$ cat config.mk
export PLATFORM = sky130hd
export DESIGN_NAME = dcpu16_mbus_arb
export DESIGN_NICKNAME = d
export VERILOG_FILES = /design/src/rtl/dcpu16_pkg.sv /design/src/rtl/dcpu16_rr_pick.sv /design/src/rtl/dcpu16_mbus_arb.sv
export SDC_FILE = /design/constraint.sdc
export NUM_CORES = 1
export LEC_CHECK = 0
export CAP_MARGIN = 20
export CORE_MARGIN = 1.5
export CORE_UTILIZATION = 30
export DETAILED_ROUTE_END_ITERATION = 10
export GPL_TIMING_DRIVEN = 0
export PLACE_DENSITY = 0.7
export SYNTH_ARGS = -nofsm -noshare
export SYNTH_HDL_FRONTEND = slang
export SYNTH_SLANG_ARGS = --single-unit
export TNS_END_PERCENT = 5
$ cat constraint.sdc
create_clock -name clk -period 4 [get_ports clk]
set_clock_uncertainty 0.15 [all_clocks]
set_input_delay 1.2 -clock clk [delete_from_list [all_inputs] [get_ports clk]]
set_output_delay 1.2 -clock clk [all_outputs]
set_load 0.01 [all_outputs]
$ cat src/rtl/dcpu16_pkg.sv
// Shared types and constants for the DCPU16 memory-bus arbiter.
// Holds the arbiter state encoding, master indices and round-robin helpers.
package dcpu16_pkg;

   typedef enum logic [1:0] {
      IDLE   = 2'd0,
      GNT_F  = 2'd1,
      GNT_AB = 2'd2,
      GNT_W  = 2'd3
   } state_t;

   localparam logic [1:0] M_F  = 2'd0;
   localparam logic [1:0] M_AB = 2'd1;
   localparam logic [1:0] M_W  = 2'd2;

   localparam int TMO_DEFAULT = 15;

   // Next master in the F -> AB -> W -> F ring; an illegal index restarts at F.
   function automatic logic [1:0] rr_next(input logic [1:0] idx);
      logic [1:0] nxt;
      case (idx)
         M_F:     nxt = M_AB;
         M_AB:    nxt = M_W;
         default: nxt = M_F;
      endcase
      return nxt;
   endfunction

   function automatic state_t gnt_state(input logic [1:0] idx);
      state_t st;
      case (idx)
         M_F:     st = GNT_F;
         M_AB:    st = GNT_AB;
         default: st = GNT_W;
      endcase
      return st;
   endfunction

endpackage

$ cat src/rtl/dcpu16_rr_pick.sv
// Combinational 3-way round-robin picker.
// Searches the ring starting at the master after 'last' and reports the first requester.
module dcpu16_rr_pick
   import dcpu16_pkg::*;
(
   input  logic [2:0] req,
   input  logic [1:0] last,
   output logic [1:0] gnt_idx,
   output logic       any
);

   logic [1:0] w_first;
   logic [1:0] w_second;
   logic [1:0] w_third;

   assign w_first  = rr_next(last);
   assign w_second = rr_next(w_first);
   assign w_third  = rr_next(w_second);

   // Priority search in ring order; 'last' itself is considered last.
   always_comb begin
      gnt_idx = M_F;
      any     = 1'b0;
      if (req[w_first]) begin
         gnt_idx = w_first;
         any     = 1'b1;
      end else if (req[w_second]) begin
         gnt_idx = w_second;
         any     = 1'b1;
      end else if (req[w_third]) begin
         gnt_idx = w_third;
         any     = 1'b1;
      end else begin
         gnt_idx = M_F;
         any     = 1'b0;
      end
   end

endmodule

$ cat src/rtl/dcpu16_mbus_arb.sv
// Round-robin arbiter sharing one simplified-Wishbone memory port between the
// DCPU16 fetch, operand-load and write-back bus masters, with a bounded-wait timeout.
module dcpu16_mbus_arb
   import dcpu16_pkg::*;
#(
   parameter int AW  = 16,
   parameter int DW  = 16,
   parameter int TMO = TMO_DEFAULT
)
(
   input  logic          clk,
   input  logic          rst,
   input  logic [AW-1:0] f_adr,
   input  logic          f_stb,
   output logic          f_ack,
   output logic          f_err,
   input  logic [AW-1:0] ab_adr,
   input  logic          ab_stb,
   output logic          ab_ack,
   output logic          ab_err,
   input  logic [AW-1:0] w_adr,
   input  logic          w_stb,
   input  logic          w_wre,
   input  logic [DW-1:0] w_dto,
   output logic          w_ack,
   output logic          w_err,
   output logic [DW-1:0] dti,
   output logic [AW-1:0] mem_adr,
   output logic          mem_stb,
   output logic          mem_wre,
   output logic [DW-1:0] mem_dto,
   input  logic [DW-1:0] mem_dti,
   input  logic          mem_ack,
   output logic          busy
);

   // A zero timeout still needs a one-bit counter so the declarations stay legal.
   localparam int TW = (TMO > 0) ? $clog2(TMO + 1) : 1;
   localparam logic [TW-1:0] TMO_LAST = (TMO > 0) ? TW'(TMO - 1) : '0;
   localparam logic [TW-1:0] TMO_SAT  = (TMO > 0) ? TW'(TMO) : '0;

   state_t        r_state;
   logic [1:0]    r_last;
   logic [TW-1:0] r_tmo_cnt;
   logic [AW-1:0] r_mem_adr;
   logic          r_mem_stb;
   logic          r_mem_wre;
   logic [DW-1:0] r_mem_dto;

   logic [2:0]    w_req;
   logic [1:0]    w_pick_idx;
   logic          w_pick_any;
   logic          w_own_stb;
   logic          w_tmo_hit;
   logic          w_done;
   logic [AW-1:0] w_sel_adr;
   logic          w_sel_wre;
   logic [DW-1:0] w_sel_dto;

   assign w_req = {w_stb, ab_stb, f_stb};

   dcpu16_rr_pick u_pick (
      .req     (w_req),
      .last    (r_last),
      .gnt_idx (w_pick_idx),
      .any     (w_pick_any)
   );

   // Request line of whichever master currently owns the port.
   always_comb begin
      case (r_state)
         GNT_F:   w_own_stb = f_stb;
         GNT_AB:  w_own_stb = ab_stb;
         GNT_W:   w_own_stb = w_stb;
         default: w_own_stb = 1'b0;
      endcase
   end

   // Address/data of the master about to be granted; reads always carry zero data.
   always_comb begin
      case (w_pick_idx)
         M_F: begin
            w_sel_adr = f_adr;
            w_sel_wre = 1'b0;
            w_sel_dto = '0;
         end
         M_AB: begin
            w_sel_adr = ab_adr;
            w_sel_wre = 1'b0;
            w_sel_dto = '0;
         end
         default: begin
            w_sel_adr = w_adr;
            w_sel_wre = w_wre;
            w_sel_dto = w_wre ? w_dto : '0;
         end
      endcase
   end

   // An ack arriving in the expiry cycle wins over the timeout.
   assign w_tmo_hit = (TMO > 0) && (r_tmo_cnt == TMO_LAST) && !mem_ack;
   assign w_done    = mem_ack || !w_own_stb || w_tmo_hit;

   assign f_ack  = mem_ack && (r_state == GNT_F)  && f_stb;
   assign ab_ack = mem_ack && (r_state == GNT_AB) && ab_stb;
   assign w_ack  = mem_ack && (r_state == GNT_W)  && w_stb;

   assign f_err  = w_tmo_hit && (r_state == GNT_F)  && f_stb;
   assign ab_err = w_tmo_hit && (r_state == GNT_AB) && ab_stb;
   assign w_err  = w_tmo_hit && (r_state == GNT_W)  && w_stb;

   assign dti     = mem_dti;
   assign mem_adr = r_mem_adr;
   assign mem_stb = r_mem_stb;
   assign mem_wre = r_mem_wre;
   assign mem_dto = r_mem_dto;
   assign busy    = (r_state != IDLE);

   // Arbitration FSM: one transaction per grant, memory outputs frozen while granted.
   always_ff @(posedge clk) begin
      if (rst) begin
         r_state   <= IDLE;
         r_last    <= M_W;
         r_tmo_cnt <= '0;
         r_mem_adr <= '0;
         r_mem_stb <= 1'b0;
         r_mem_wre <= 1'b0;
         r_mem_dto <= '0;
      end else begin
         case (r_state)
            IDLE: begin
               r_tmo_cnt <= '0;
               if (w_pick_any) begin
                  r_state   <= gnt_state(w_pick_idx);
                  r_last    <= w_pick_idx;
                  r_mem_adr <= w_sel_adr;
                  r_mem_wre <= w_sel_wre;
                  r_mem_dto <= w_sel_dto;
                  r_mem_stb <= 1'b1;
               end else begin
                  r_state   <= IDLE;
                  r_mem_stb <= 1'b0;
               end
            end
            GNT_F, GNT_AB, GNT_W: begin
               if (w_done) begin
                  r_state   <= IDLE;
                  r_mem_stb <= 1'b0;
                  r_mem_wre <= 1'b0;
                  r_tmo_cnt <= '0;
               end else if (r_tmo_cnt != TMO_SAT) begin
                  r_tmo_cnt <= r_tmo_cnt + TW'(1);
               end else begin
                  r_tmo_cnt <= r_tmo_cnt;
               end
            end
            default: begin
               r_state   <= IDLE;
               r_mem_stb <= 1'b0;
               r_mem_wre <= 1'b0;
               r_tmo_cnt <= '0;
            end
         endcase
      end
   end

endmodule

* Word level (Yosys, flattened, before mapping) *
Cells that the tools add are included.

word-level totals
  bits in registers = 42
  bits in latches = 0
  bits in writable memories = 0
  memory bits (read-only) = 0
  input bits = 87
  logic and storage cells = 82
  memories kept = 0

operators by class
  $add $sub $neg = 1
  $mul = 0
  div/mod/pow operators = 0
  magnitude comparators = 3
  equal/unequal tests = 12
  shift operators = 0
  muxes and demuxes = 32
  bitwise logic cells = 0
  reductions and logical operators = 27

operators by type and width
  cell                 number
  $mux 16              2
  $pmux 16 s2          1
  $pmux 2 s2           5
  $logic_and 1x1->1    13
  $eq 2x1->1 const B   5
  $logic_not 2->1      5
  $mux 1               10
  $mux 2               5
  $lt 2x3->1 const B   3
  $mux 4               2
  $pmux 4 s2           1
  $bmux 1 s2           3
  $add 4x1->4 const B  1
  $eq 2x2->1 const B   2
  $eq 4x4->1 const B   1
  $ne 4x4->1 const B   1
  $pmux 1 s2           2
  $reduce_and 2->1     2
  $ne 3x3->1 const B   1
  $pmux 1 s3           1
  $reduce_or 3->1      1
  $logic_not 1->1      2
  $logic_or 1x1->1     2
  $ne 2x1->1 const B   1
  3 further kinds      3

* Depth between registers and ports, before layout *
  word-level depth = 16
  gate-level depth with buffers = 7

* Cells and area by module *
A second synthesis with hierarchy kept.

second synthesis, totals
  cells, all modules = 273
  area, all modules = 2255.9 um^2

by module, submodules not included
  module           instances  cells an instance  area each (um^2)  seq. area each (um^2)
  dcpu16_mbus_arb  1          265                2205.9            840.8
  dcpu16_rr_pick   1          8                  50.0              0.0

* Worst setup path before layout *
Ideal clock, no wire load.

  path kind = input port to output port
  start = input mem_ack
  end = output w_err
  data arrival time = 1.741 ns
  required time = 2.650 ns
  setup slack = 0.909 ns
  stages on the path = 2
  buffers on the path = 0
  cell sequence = or3_1 > nor2_1

on the way
  word-level cells in the longest chain between the ends = 4

ends and longest elaborated chain
  item                             RTL line                text
  start, declared                  dcpu16_mbus_arb.sv:33   input logic mem_ack,
  $logic_not 1->1                  dcpu16_mbus_arb.sv:101  assign w_tmo_hit = (TMO > 0) && (r_tmo_cnt == TMO_LAST) && !mem_ack;
  $logic_and 1x1->1                dcpu16_mbus_arb.sv:101
  $logic_and 1x1->1 (2 in series)  dcpu16_mbus_arb.sv:110  assign w_err = w_tmo_hit && (r_state == GNT_W) && w_stb;
  end, declared                    dcpu16_mbus_arb.sv:26   output logic w_err,

No other way between the ends.

* Worst setup path after layout *
  start = input mem_ack
  end = output f_err

on the way
  word-level cells in the longest chain between the ends = 4

ends and longest elaborated chain
  item                             RTL line                text
  $logic_not 1->1                  dcpu16_mbus_arb.sv:101
  $logic_and 1x1->1                dcpu16_mbus_arb.sv:101
  $logic_and 1x1->1 (2 in series)  dcpu16_mbus_arb.sv:108  assign f_err = w_tmo_hit && (r_state == GNT_F) && f_stb;
  end, declared                    dcpu16_mbus_arb.sv:16   output logic f_err,

No other way between the ends.

==> results.yml <==
global_routing:
  grt_use_total: 0.174
  grt_pass1_vias: 2131
  antenna_found_initial: 0
  grt_max_degree: 15
  grt_first_pass_wirelength_um: 10200
  grt_overflow: 0
  grt.busiest_layer: "met2"
  met3_usage: 0.0514
  gr-usage-met2: 0.298
  grt_util_met1: 0.216
setup_path:
  r2r_cells: 5
  crit_required_ps: 2650
  reg2reg_setup_slack_ps: 1910
  cp-end-kind: "output pin"
  crit_fanout: 5
  crit_type: "in2out"
  start_kind: "input pin"
  rr_startpoint: "r_state[1]$_SDFFE_PP0P_"
  worst_r2r_endpoint: "mem_adr[4]$_SDFFE_PP0P_"
  arrival_ps: 2540
power:
  p_leak_nw: 1.30
  p_per_area_mw_per_mm2: 334
  power.total_mw: 1.18
  vdd_drop_max_mv: 0.181
logic_synthesis:
  synth_warnings: 0
  synth_seq_cells: 42
  synth.net_count: 335
  synthArstFlopShare: 0
  synthFlopType: "dfxtp_1"
  synthTopCellsByCount: "dfxtp_1, nor2_1, a32oi_1, buf_4, nand3_1"
  avgSynthCellArea_um2: 8.46
  synth_edf_count: 0
  yosysMostFrequentCell: "dfxtp_1"
  synth_top_cell_area_share: 0.404
  synth.distinct_cells: 37
  synthesis.area_mm2: 0.00208
  synth_top_area_cell: "dfxtp_1"
  synth_cells: 246
  ys_top_cells_by_area: "dfxtp_1, a32oi_1, nor2_1"
  seq_area_frac_synth: 0.404
routing:
  ant_nets: 0
  num_vias: 2384
  routedWlPerCell_um: 14.7
  drtIter0Drc: 129
  avgViaCountPerCell: 5.17
  drc: 0
  routed_wl_um: 6760
  drt-pass1-iter-count: 4
cts:
  cts_buffers: 5
  worstSkewPairLatency_ps: 300
  tritoncts: "yes"
  cts_buffer_depth: 2
  cts.clk_slew.worst_paths_ps: 80
  postCtsSetupBuffers: 0
  cts_root_buffer: "clkbuf_8"
  htree_levels: 2
  cts_sinks: 42
place:
  dp_hpwl_um: 5010
  portBuffers: 127
  place_congestion: 0.790
  place_ws_ps: -104
  dp.cells: 453
  placed_area_mm2: 0.00345
die:
  fp.coreArea_mm2: 0.00676
  ioPinCount: 144
  start_util: 0.308
  fp.dieArea_mm2: 0.00744
  die_y_um: 86.3
  rows: 30
  die_x_um: 86.3
final_layout:
  utilization: 0.524
  antenna_cells: 0
  final_cell_area_mm2: 0.00354
  area_delta_synth_final_pct: 70.1
  layout.nets: 469
  drive_above_1_share: 0.105
  layout.cells.non_filler: 461
timing:
  period_minus_slack_ps: 3890
  drv_slew: 0
  tns_ps: 0
  slew_headroom: 0.596
  finalHoldViolations: 0
  period_share: 0.974
  setup_viol: 0
  layout_setup_ws_ps: 105
  worst_slew_pin_slew_ps: 602
  fmax_ghz: 0.257
  rsz0062_at_grt: "no"
  whs_ps: 309
worst_hold_path:
  worstHoldPathCells: 2
  hold_path.class: "reg2reg"
  min_from: "mem_stb$_SDFFE_PP0P_"
  hold_path_end: "mem_stb$_SDFFE_PP0P_"
job:
  cap_violations: 0
run_status:
  status: "complete, no violations"
## worst max path at each step
stage	start	end	slack, ps	cells past startpoint
floorplan	mem_ack	w_err	910	2
global placement	mem_ack	w_err	-70	4
detailed placement	mem_ack	w_err	-100	4
CTS	w_stb	w_ack	40	4
global route	mem_ack	f_err	30	3
finish	mem_ack	f_err	110	3
## report_power, final
group,total (mW),switching (mW),internal (mW)
Clock,0.281,0.158,0.123
Sequential,0.482,0.0221,0.460
Combinational,0.421,0.200,0.222
## final cells by class
cell class / count / area [um^2]
plain buffers: 36 / 226
clock buffers: 5 / 68.8
clock inverters: 3 / 21.3
fillers: 676 / 3220
inverters: 5 / 18.8
multi-input cells: 163 / 995
flip-flops and latches: 42 / 841
well taps: 80 / 100
repair buffers: 127 / 1270
## flip-flops by register name, indices dropped and copies added (netlist names)
name       flops
mem_adr       16
mem_dto       16
r_tmo_cnt      4
r_last         2
r_state        2
mem_stb        1
mem_wre        1
## timing repair
| action | CTS | global route |
|---|---|---|
| gates cloned | 0 | 0 |
| hold buffers | 0 | 0 |
| hold endpoints to repair | 0 | 0 |
| gates resized for setup | 4 | 1 |
| setup endpoints to repair | 5 | 1 |
## per-layer routing
| metal | vias up | part of all wire | wire (um) |
|---|---|---|---|
| li1 | 1157 | - | - |
| met1 | 1108 | 0.43 | 2880 |
| met2 | 111 | 0.47 | 3190 |
| met3 | 8 | 0.091 | 614 |
| met4 | 0 | 0.0098 | 66 |
| met5 | - | 0 | 0 |
## layout by cell type, fill, tap and decap left out, drive strengths merged
cell | netlist | final
clkinv | 0 | 2
o211ai | 6 | 6
nor3b | 2 | 2
o21ai | 2 | 2
buf | 26 | 26
dfxtp | 42 | 42
o22ai | 1 | 1
nor2b | 1 | 1
o2bb2ai | 1 | 1
nand3b | 1 | 1
nand2b | 4 | 4
nor2 | 37 | 37
a21boi | 7 | 7
clkinvlp | 0 | 1
nand3 | 15 | 15
ha | 2 | 2
a22oi | 10 | 10
dlymetal6s2s | 0 | 1
a211oi | 11 | 11
or3 | 2 | 2
dlygate4sd2 | 0 | 4
a31o | 1 | 1
a21oi | 13 | 13
a32oi | 16 | 16
xnor2 | 1 | 1
clkbuf | 10 | 15
o32ai | 2 | 2
nand2 | 11 | 11
inv | 5 | 5
nor4 | 2 | 2
nor3 | 5 | 5
a311oi | 1 | 1
and3 | 1 | 1
a31oi | 7 | 7
a22o | 1 | 1
clkdlybuf4s50 | 0 | 122
## critical path, cell delays in order
cell and delay [ps]:
clkdlybuf4s50_1 470, nor4_1 290, clkdlybuf4s50_1 590
## cells by family after synthesis
kind of cell,synth area share
AND/OR/NAND/NOR,0.182
AO/OA/AOI/OAI,0.280
flip-flops,0.404
adder cells (fa/ha/maj),0.0120
XOR/XNOR,0.00421
buffers and inverters,0.118
Note: power is estimated with default switching activity, not from simulation.
